[src/rtl/load_store_unit_if.sv]
// rtl/load_store_unit_if.sv - request/response and data-memory signals of the load/store unit
interface load_store_unit_if;
  // pipeline request
  logic        req_valid;
  logic        req_ready;
  logic        req_write;
  logic [1:0]  req_size;
  logic        req_unsigned;
  logic [63:0] req_addr;
  logic [63:0] req_wdata;
  // pipeline response
  logic        resp_valid;
  logic        resp_ready;
  logic [63:0] resp_rdata;
  logic        resp_err;
  // data memory port
  logic [63:0] mem_address;
  logic [63:0] mem_WriteData;
  logic        mem_MemRead;
  logic        mem_MemWrite;
  logic [63:0] mem_Readdata;

  // the unit itself: accepts requests, initiates memory accesses
  modport master (
    input  req_valid, req_write, req_size, req_unsigned, req_addr, req_wdata,
    input  resp_ready, mem_Readdata,
    output req_ready, resp_valid, resp_rdata, resp_err,
    output mem_address, mem_WriteData, mem_MemRead, mem_MemWrite
  );

  // the surroundings: execute stage plus data memory
  modport slave (
    output req_valid, req_write, req_size, req_unsigned, req_addr, req_wdata,
    output resp_ready, mem_Readdata,
    input  req_ready, resp_valid, resp_rdata, resp_err,
    input  mem_address, mem_WriteData, mem_MemRead, mem_MemWrite
  );
endinterface

[src/rtl/load_store_unit.sv]
// rtl/load_store_unit.sv - load/store unit with read-modify-write sub-dword stores
module load_store_unit #(
  parameter int WORD_IDX_W   = 15,
  parameter bit MISALIGN_ERR = 1'b1
) (
  input logic               clk,
  input logic               rst,
  load_store_unit_if.master bus
);
  typedef enum logic [1:0] {IDLE = 2'd0, READ = 2'd1, WRITE = 2'd2, RESP = 2'd3} state_t;

  // byte-address bits that matter: word index plus byte offset
  localparam int AW = WORD_IDX_W + 3;

  state_t        state;
  state_t        state_nx;
  logic [AW-1:0] addr_q;
  logic [1:0]    size_q;
  logic          uns_q;
  logic          write_q;
  logic          err_q;
  logic [63:0]   wdata_q;
  logic [63:0]   merged_q;
  logic [63:0]   rdata_q;

  logic          misaligned;
  logic          go_err;
  logic          accept;
  logic [2:0]    low_mask;
  logic [AW-1:0] aligned_addr;
  logic          unused_addr_hi;

  // Upper address bits wrap around the memory and are deliberately dropped.
  assign unused_addr_hi = ^bus.req_addr[63:AW];

  // Replace the addressed lanes of the old dword with the low bits of the store data.
  function automatic logic [63:0] merge_lanes(input logic [63:0] old_dw, input logic [63:0] st_d,
                                              input logic [2:0] off, input logic [1:0] size);
    logic [63:0] m;
    logic [5:0]  sh;
    sh = {off, 3'b000};
    case (size)
      2'd0:    m = 64'h0000_0000_0000_00FF;
      2'd1:    m = 64'h0000_0000_0000_FFFF;
      2'd2:    m = 64'h0000_0000_FFFF_FFFF;
      default: m = 64'hFFFF_FFFF_FFFF_FFFF;
    endcase
    return (old_dw & ~(m << sh)) | ((st_d & m) << sh);
  endfunction

  // Shift the addressed lane down and sign- or zero-extend it to 64 bits.
  function automatic logic [63:0] extract_lane(input logic [63:0] dw, input logic [2:0] off,
                                               input logic [1:0] size, input logic uns);
    logic [63:0] lane;
    lane = dw >> {off, 3'b000};
    case (size)
      2'd0:    return uns ? {56'd0, lane[7:0]}  : {{56{lane[7]}},  lane[7:0]};
      2'd1:    return uns ? {48'd0, lane[15:0]} : {{48{lane[15]}}, lane[15:0]};
      2'd2:    return uns ? {32'd0, lane[31:0]} : {{32{lane[31]}}, lane[31:0]};
      default: return lane;
    endcase
  endfunction

  // Request decode: alignment check; the aligned address doubles as the force-aligned one.
  always_comb begin
    low_mask     = 3'b111 << bus.req_size;
    misaligned   = |(bus.req_addr[2:0] & ~low_mask);
    go_err       = misaligned && MISALIGN_ERR;
    aligned_addr = {bus.req_addr[AW-1:3], bus.req_addr[2:0] & low_mask};
    accept       = (state == IDLE) && bus.req_valid;
  end

  // State register.
  always_ff @(posedge clk) begin
    if (rst) state <= IDLE;
    else     state <= state_nx;
  end

  // Next state and handshake/strobe outputs; strobes are suppressed while rst is high.
  always_comb begin
    state_nx         = state;
    bus.req_ready    = 1'b0;
    bus.resp_valid   = 1'b0;
    bus.mem_MemRead  = 1'b0;
    bus.mem_MemWrite = 1'b0;
    case (state)
      IDLE: begin
        bus.req_ready = 1'b1;
        if (bus.req_valid) begin
          if (go_err)                                 state_nx = RESP;
          else if (bus.req_write && bus.req_size == 2'd3) state_nx = WRITE;
          else                                        state_nx = READ;
        end
      end
      READ: begin
        bus.mem_MemRead = !rst;
        state_nx        = write_q ? WRITE : RESP;
      end
      WRITE: begin
        bus.mem_MemWrite = !rst;
        state_nx         = RESP;
      end
      RESP: begin
        bus.resp_valid = 1'b1;
        if (bus.resp_ready) state_nx = IDLE;
      end
      default: state_nx = IDLE;
    endcase
  end

  // Request latch, merged write data and load result; held untouched through RESP.
  always_ff @(posedge clk) begin
    if (rst) begin
      addr_q   <= '0;
      size_q   <= 2'd0;
      uns_q    <= 1'b0;
      write_q  <= 1'b0;
      err_q    <= 1'b0;
      wdata_q  <= 64'd0;
      merged_q <= 64'd0;
      rdata_q  <= 64'd0;
    end else if (accept) begin
      addr_q  <= aligned_addr;
      size_q  <= bus.req_size;
      uns_q   <= bus.req_unsigned;
      write_q <= bus.req_write;
      err_q   <= go_err;
      wdata_q <= bus.req_wdata;
      rdata_q <= 64'd0;
      if (bus.req_write && bus.req_size == 2'd3 && !go_err) merged_q <= bus.req_wdata;
    end else if (state == READ) begin
      if (write_q) merged_q <= merge_lanes(bus.mem_Readdata, wdata_q, addr_q[2:0], size_q);
      else         rdata_q  <= extract_lane(bus.mem_Readdata, addr_q[2:0], size_q, uns_q);
    end
  end

  assign bus.resp_rdata    = rdata_q;
  assign bus.resp_err      = err_q;
  assign bus.mem_address   = {{(64-WORD_IDX_W){1'b0}}, addr_q[AW-1:3]};
  assign bus.mem_WriteData = merged_q;
endmodule

[src/flat_wrapper.sv]
// flat-port wrapper written by rule: the top's interface ports become plain ports
module load_store_unit_flat 
#(
  parameter int WORD_IDX_W   = 15,
  parameter bit MISALIGN_ERR = 1'b1
)
  (clk, rst, bus_req_valid, bus_req_write, bus_req_size, bus_req_unsigned, bus_req_addr, bus_req_wdata, bus_resp_ready, bus_mem_Readdata, bus_req_ready, bus_resp_valid, bus_resp_rdata, bus_resp_err, bus_mem_address, bus_mem_WriteData, bus_mem_MemRead, bus_mem_MemWrite);
  load_store_unit_if bus_i ();
  input logic clk;
  input logic rst;
  input wire logic [$bits(bus_i.req_valid)-1:0] bus_req_valid;
  input wire logic [$bits(bus_i.req_write)-1:0] bus_req_write;
  input wire logic [$bits(bus_i.req_size)-1:0] bus_req_size;
  input wire logic [$bits(bus_i.req_unsigned)-1:0] bus_req_unsigned;
  input wire logic [$bits(bus_i.req_addr)-1:0] bus_req_addr;
  input wire logic [$bits(bus_i.req_wdata)-1:0] bus_req_wdata;
  input wire logic [$bits(bus_i.resp_ready)-1:0] bus_resp_ready;
  input wire logic [$bits(bus_i.mem_Readdata)-1:0] bus_mem_Readdata;
  output wire logic [$bits(bus_i.req_ready)-1:0] bus_req_ready;
  output wire logic [$bits(bus_i.resp_valid)-1:0] bus_resp_valid;
  output wire logic [$bits(bus_i.resp_rdata)-1:0] bus_resp_rdata;
  output wire logic [$bits(bus_i.resp_err)-1:0] bus_resp_err;
  output wire logic [$bits(bus_i.mem_address)-1:0] bus_mem_address;
  output wire logic [$bits(bus_i.mem_WriteData)-1:0] bus_mem_WriteData;
  output wire logic [$bits(bus_i.mem_MemRead)-1:0] bus_mem_MemRead;
  output wire logic [$bits(bus_i.mem_MemWrite)-1:0] bus_mem_MemWrite;
  assign bus_i.req_valid = bus_req_valid;
  assign bus_i.req_write = bus_req_write;
  assign bus_i.req_size = bus_req_size;
  assign bus_i.req_unsigned = bus_req_unsigned;
  assign bus_i.req_addr = bus_req_addr;
  assign bus_i.req_wdata = bus_req_wdata;
  assign bus_i.resp_ready = bus_resp_ready;
  assign bus_i.mem_Readdata = bus_mem_Readdata;
  assign bus_req_ready = bus_i.req_ready;
  assign bus_resp_valid = bus_i.resp_valid;
  assign bus_resp_rdata = bus_i.resp_rdata;
  assign bus_resp_err = bus_i.resp_err;
  assign bus_mem_address = bus_i.mem_address;
  assign bus_mem_WriteData = bus_i.mem_WriteData;
  assign bus_mem_MemRead = bus_i.mem_MemRead;
  assign bus_mem_MemWrite = bus_i.mem_MemWrite;
  load_store_unit #(.WORD_IDX_W(WORD_IDX_W), .MISALIGN_ERR(MISALIGN_ERR)) u_core (.clk(clk), .rst(rst), .bus(bus_i));
endmodule
[config.mk]
export PLATFORM = sky130hd
export DESIGN_NAME = load_store_unit_flat
export DESIGN_NICKNAME = d
export VERILOG_FILES = /design/src/rtl/load_store_unit_if.sv /design/src/rtl/load_store_unit.sv /design/src/flat_wrapper.sv
export SDC_FILE = /design/constraint.sdc
export NUM_CORES = 1
export LEC_CHECK = 0
export ABC_AREA = 1
export CORE_UTILIZATION = 40
export CTS_CLUSTER_SIZE = 10
export DETAILED_ROUTE_END_ITERATION = 8
export PLACE_DENSITY_LB_ADDON = 0.15
export SLEW_MARGIN = 0
export SYNTH_ARGS = -nofsm -noshare
export SYNTH_HDL_FRONTEND = slang
export SYNTH_SLANG_ARGS = --single-unit
[constraint.sdc]
create_clock -name clk -period 1.8 [get_ports clk]
set_input_delay 0.45 -clock clk [delete_from_list [all_inputs] [get_ports clk]]
set_output_delay 0.45 -clock clk [all_outputs]
set_load 0.05 [all_outputs]
== Word-level counts from Yosys, hierarchy flattened ==
Cells that the tools add are included.
Storage, ports and cells
  input bits: 200
  memories kept: 0
  register bits: 217
  bits in latches: 0
  logic and storage cells: 67
  RAM bits: 0
  bits in read-only memories: 0
Operators by class
  add/subtract/negate cells: 0
  magnitude comparators: 0
  equal/unequal tests: 9
  shift-type cells: 4
  divide/modulo/power cells: 0
  multiplexer cells: 23
  multipliers: 0
  reduce and logical (&&, ||, !) cells: 14
  bitwise operators: 8
Operator list (count)
  2-to-1 mux 64 bit: 11
  case mux 64 bit (3 select lines): 2
  AND 64 bit: 2
  << shifter 64 x 6 -> 64 bit: 2
  NOT 64 bit: 1
  OR 64 bit: 1
  right shift 64 x 6 -> 64 bit: 1
  == test 2 bit, second input constant: 4
  2-to-1 mux 2 bit: 4
  case mux 2 bit (4 select lines): 1
  AND 3 bit: 2
  inequality test 2 bit, second input constant: 3
  2-to-1 mux 1 bit: 5
  == test 2 x 1 -> 1 bit, second input constant: 2
  logical NOT 2 bit: 2
  AND reduction 2 bit: 2
  nonzero test 2 bit: 2
  logical AND 1 bit: 3
  NOT 3 bit: 1
  AND reduction 3 bit: 1
  OR reduction 3 bit: 1
  << shifter 3 x 2 -> 3 bit, first input constant: 1
  logical NOT 1 bit: 2
  OR reduction 2 bit: 1
  NOT 1 bit: 1

== Depth between registers and ports, before layout ==
  depth in word-level cells: 13
  gate-level depth with buffers: 13

== Worst setup path before layout ==
OpenSTA, ideal clock, no wires.
  path type: flip-flop to flip-flop
  from: reg u_core.state[0]
  to: reg u_core.addr_q[2]
  stages on the path, launching flop included: 10
  path slack: -280 ps
  path buffers: 2
  data required time: 1664 ps
  library setup time: 136 ps
  clock period less this slack: 2080 ps
  arrival time: 1943 ps
  path through: dfxtp_1 inv_1 ha_1 nand2_1 inv_1 buf_2 nor2_4 clkinv_1 clkbuf_1 o22ai_1
On the way
  longest elaborated chain between the ends: 2
Ends and longest elaborated chain
  start, declared: RTL line load_store_unit.sv:15  | state_t state;
  start signal, assigned: RTL line load_store_unit.sv:76  | else state <= state_nx;
  logical NOT 2 bit: RTL line load_store_unit.sv:70  | accept = (state == IDLE) && bus.req_valid;
  logical AND 1 bit: RTL line load_store_unit.sv:70
  end signal, assigned: RTL line load_store_unit.sv:123  | addr_q <= aligned_addr;
  end, declared: RTL line load_store_unit.sv:17  | logic [AW-1:0] addr_q;
Every way passes these cells.
A chain may end at the register's enable or synchronous reset.

== Worst setup path after layout ==
  from: reg u_core.state[0]
  to: out bus_mem_MemWrite
On the way
  longest elaborated chain between the ends: 2
Ends and longest elaborated chain
  == test 2 bit: RTL line load_store_unit.sv:86  | case (state)
  2-to-1 mux 1 bit: RTL line load_store_unit.sv:86
  end, declared: RTL line flat_wrapper.sv:26  | output wire logic [$bits(bus_i.mem_MemWrite)-1:0] bus_mem_MemWrite;
Every way passes these cells.

==> implementation parameters <==
Parameter                              Value

Run status
  Run status ... finished, violations left
  Failing checks ... setup timing

Clock tree
  Buffer type at the clock tree root ... sky130_fd_sc_hd__clkbuf_16
  Number of CTS-inserted buffers ... 27
  CTS Sinks ... 217
  H-tree lvl count ... 1
  CTS tree ... done
  Post-CTS Hold Fix Bufs ... 0
  Clock transition time at the flip-flop clock pins of the worst setup and hold paths ... 0.06 ns
  Source-to-sink clock delay at the later pin of the worst-skew pair ... 0.55 ns
  Number of buffers on the longest clock path ... 3

Synth
  Average size of a mapped cell ... 6.07 sq um
  Gate count after technology mapping ... 2,183
  Fraction of registers with async set or reset after synthesis ... 0
  Share of the synthesized netlist area taken by xor and xnor gates ... 0
  Top flip-flop cell by instance count after synthesis ... sky130_fd_sc_hd__dfxtp_1
  Combined area of all synthesized cells ... 13,300 sq um
  Compound-gate portion of the synthesized area ... 0.170
  Combinational family with the most area after synthesis ... simple AND/OR/NAND/NOR gates
  Mux share of post-synthesis cell area ... 0
  Yosys warning total ... 0
  Post-synthesis cell type count ... 35
  Seq/Total Area, Yosys ... 0.328
  Post-synthesis adder-cell area fraction ... 0.00472
  Number of synthesized flops with an enable pin ... 0
  Synthesis-stage register bit count ... 217
  Post-synthesis simple-gate area fraction ... 0.369

Global route
  Tot GR Track Use ... 0.338
  Global-route wire length before repair ... 87.1 mm
  Overflow left after global routing ... 0
  Maximum number of pins on one net before global-route repair ... 81
  Number of antenna violations at the first check in global routing ... 0
  Via count of the first global-routing pass ... 15,100

Die
  Area of the core region ... 32,500 sq um
  Ports ... 397
  Row count ... 66
  Area of the die ... 33,900 sq um
  Die Height ... 184 um
  Effective utilization at floorplan ... 0.407
  Die Span X ... 184 um

Detailed routing
  Routed Antenna Nets ... 0
  DRT iter0 DRCs ... 1,379
  Wire per inst ... 19.5 um
  Vias after detailed routing ... 16,400
  Via density ... 5.33
  DRC errors left ... 0
  Total wire length ... 60.0 mm
  Detailed-router iteration count before antenna repair ... 5

Layout
  Area taken by multi-input logic gates ... 7530 sq um
  Net count, final ... 2,822
  Final antenna diode count ... 0
  # fillers ... 3,235
  Sequential cell area in the final layout ... 4360 sq um
  Util after Layout ... 0.587
  Area Growth Syn to Fin ... 44.1%
  Layout cell share with drive strength beyond 1 ... 0.200

STA
  Clock period minus worst slack ... 1.91 ns
  Max-slew violation total from the final report ... 0
  Count of final hold-check violations ... 0
  Worst clock skew ... 0.0262 ns
  Tcrit/Tclk final ... 1.06
  Highest attainable clock frequency ... 523 MHz
  Setup repair after global routing missed its margin ... yes
  Setup Viol. Count Final ... 4
  Total negative setup slack ... -0.297 ns
  Crit path setup slack, layout ... -0.112 ns

Placed design
  Post-place setup slack ... -0.547 ns
  Port Buffers ... 301
  HPWL after detailed placement ... 44.9 mm
  Routability Congestion ... 0.955

Power and ir drop
  Cell area power density ... 1270 nW/um^2
  Leakage Power ... 9.31 nW
  Peak supply drop ... 874 uV

Setup path
  Data required, critical path ... 1.35 ns
  Nature of the critical path startpoint ... register
  Signal arrival time at the worst endpoint ... 1.46 ns
  Maximum net fanout on the critical path ... 2
  Critical path endpoint category ... output port
  Critical setup path kind ... register to output port

Hold path
  Type of the worst min-delay path ... primary input to register

Run
  Max-cap violation count ... 0
==> placed cells by master (no fill, tap or decap), types with 10 or more instances in the layout <==
cell type                         synthesis  final
sky130_fd_sc_hd__buf_6                    5     10
sky130_fd_sc_hd__clkdlybuf4s50_1          0    152
sky130_fd_sc_hd__o21ai_1                 12     15
sky130_fd_sc_hd__nand2_1                585    579
sky130_fd_sc_hd__clkbuf_16                0     33
sky130_fd_sc_hd__inv_1                  120    112
sky130_fd_sc_hd__a21oi_1                148    147
sky130_fd_sc_hd__dfxtp_1                217    210
sky130_fd_sc_hd__o211ai_1                25     25
sky130_fd_sc_hd__buf_4                   77    366
sky130_fd_sc_hd__buf_12                   0     38
sky130_fd_sc_hd__o22ai_1                 11     11
sky130_fd_sc_hd__conb_1                   1     49
sky130_fd_sc_hd__o21ai_0                229    225
sky130_fd_sc_hd__nor2_1                 282    274
sky130_fd_sc_hd__inv_2                    8     11
sky130_fd_sc_hd__nand3_1                286    283
==> flip-flops by register name, indices dropped and copies added, names as in the netlist <==
| register | flops |
|---|---|
| u_core.write_q | 1 |
| u_core.uns_q | 1 |
| u_core.size_q | 2 |
| u_core.bus.resp_rdata | 64 |
| u_core.state | 2 |
| u_core.bus.resp_err | 1 |
| u_core.bus.mem_WriteData | 64 |
| u_core.wdata_q | 64 |
| u_core.addr_q | 18 |
==> timing repair <==
item / CTS / global route
endpoints found under the setup margin: 63 / 119
gates cloned: 2 / 7
setup buffers: 9 / 0
gates resized for setup: 29 / 39
pin swaps: 7 / 9
==> metal layers <==
layer  wire length [um]  global-route usage  vias to the layer above
met1              25500               0.447                     7659
li1                   -                   -                     7867
met3               3870              0.0323                      118
met5                  0                   0                        -
met2              28300               0.565                      714
met4               2320               0.129                        0
==> final timing paths <==
check | start | to | slack (ns) | cells after the start
min | rst | u_core.state[1] | 0.30 | 2
max reg2reg | u_core.addr_q[0] | u_core.bus.resp_rdata[10] | 0.01 | 8
min reg2reg | u_core.wdata_q[62] | u_core.wdata_q[62] | 0.48 | 2
max | u_core.state[0] | bus_mem_MemWrite | -0.11 | 6
==> kinds of logic (layout without fill, tap and decap cells) <==
group                    after synthesis  count (layout)
AND/OR/NAND/NOR                     1179            1179
AO/OA/AOI/OAI                        431             431
flip-flops                           217             217
buffers and inverters                350             745
adder cells (fa/ha/maj)                5               5
other                                  1              49
==> cell type report <==
cell class                 count  share of cell area
timing repair buffer         576               0.281
multi-input combinational   1664               0.395
sequential                   217               0.228
tap                          442              0.0290
clock buffer                  35              0.0390
clock inverter                 3             0.00118
inverter                     131              0.0269
==> per-stage QoR <==
| step | hold WS, ns | instance area [sq um] | std cells | power [W] |
|---|---|---|---|---|
| final | 0.298 | 19100 | 3068 | 0.0243 |
| after global placement | 0.449 | 17800 | 3013 | 0.0187 |
| after detailed placement | 0.461 | 17800 | 3013 | 0.0188 |
| after floorplan | 0.445 | 13400 | 2231 | 0.0142 |
| after CTS | 0.287 | 18800 | 3061 | 0.0240 |
| after global routing | 0.295 | 19100 | 3068 | 0.0255 |
==> report_power, final <==
group	internal [W]	switching [W]	total, W
Sequential	0.00586	0.000788	0.00665
Clock	0.00285	0.00206	0.00491
Combinational	0.00442	0.00832	0.0127
Total	0.0131	0.0112	0.0243
==> cell usage after synthesis (6+ instances only) <==
cell type	count	area, sq um
sky130_fd_sc_hd__o21ai_1	12	60.1
sky130_fd_sc_hd__inv_2	8	30.0
sky130_fd_sc_hd__inv_1	120	450
sky130_fd_sc_hd__nand4_1	6	37.5
sky130_fd_sc_hd__o211ai_1	25	188
sky130_fd_sc_hd__buf_4	77	578
sky130_fd_sc_hd__clkbuf_1	70	263
sky130_fd_sc_hd__dfxtp_1	217	4340
sky130_fd_sc_hd__a21oi_1	148	741
sky130_fd_sc_hd__nand2_1	585	2200
sky130_fd_sc_hd__buf_1	23	86.3
sky130_fd_sc_hd__nand3_1	286	1430
sky130_fd_sc_hd__o22ai_1	11	68.8
sky130_fd_sc_hd__buf_2	44	220
sky130_fd_sc_hd__nor2_1	282	1060
sky130_fd_sc_hd__o21ai_0	229	1150
==> critical path, cell delays in order, from the launching register on <==
cell and delay [ns]:
sky130_fd_sc_hd__dfxtp_2 0.35, sky130_fd_sc_hd__inv_2 0.05, sky130_fd_sc_hd__buf_6 0.11, sky130_fd_sc_hd__ha_4 0.16, sky130_fd_sc_hd__inv_2 0.06, sky130_fd_sc_hd__nor2_4 0.04
sky130_fd_sc_hd__buf_12 0.15
Note: power is estimated with default switching activity, not from simulation.
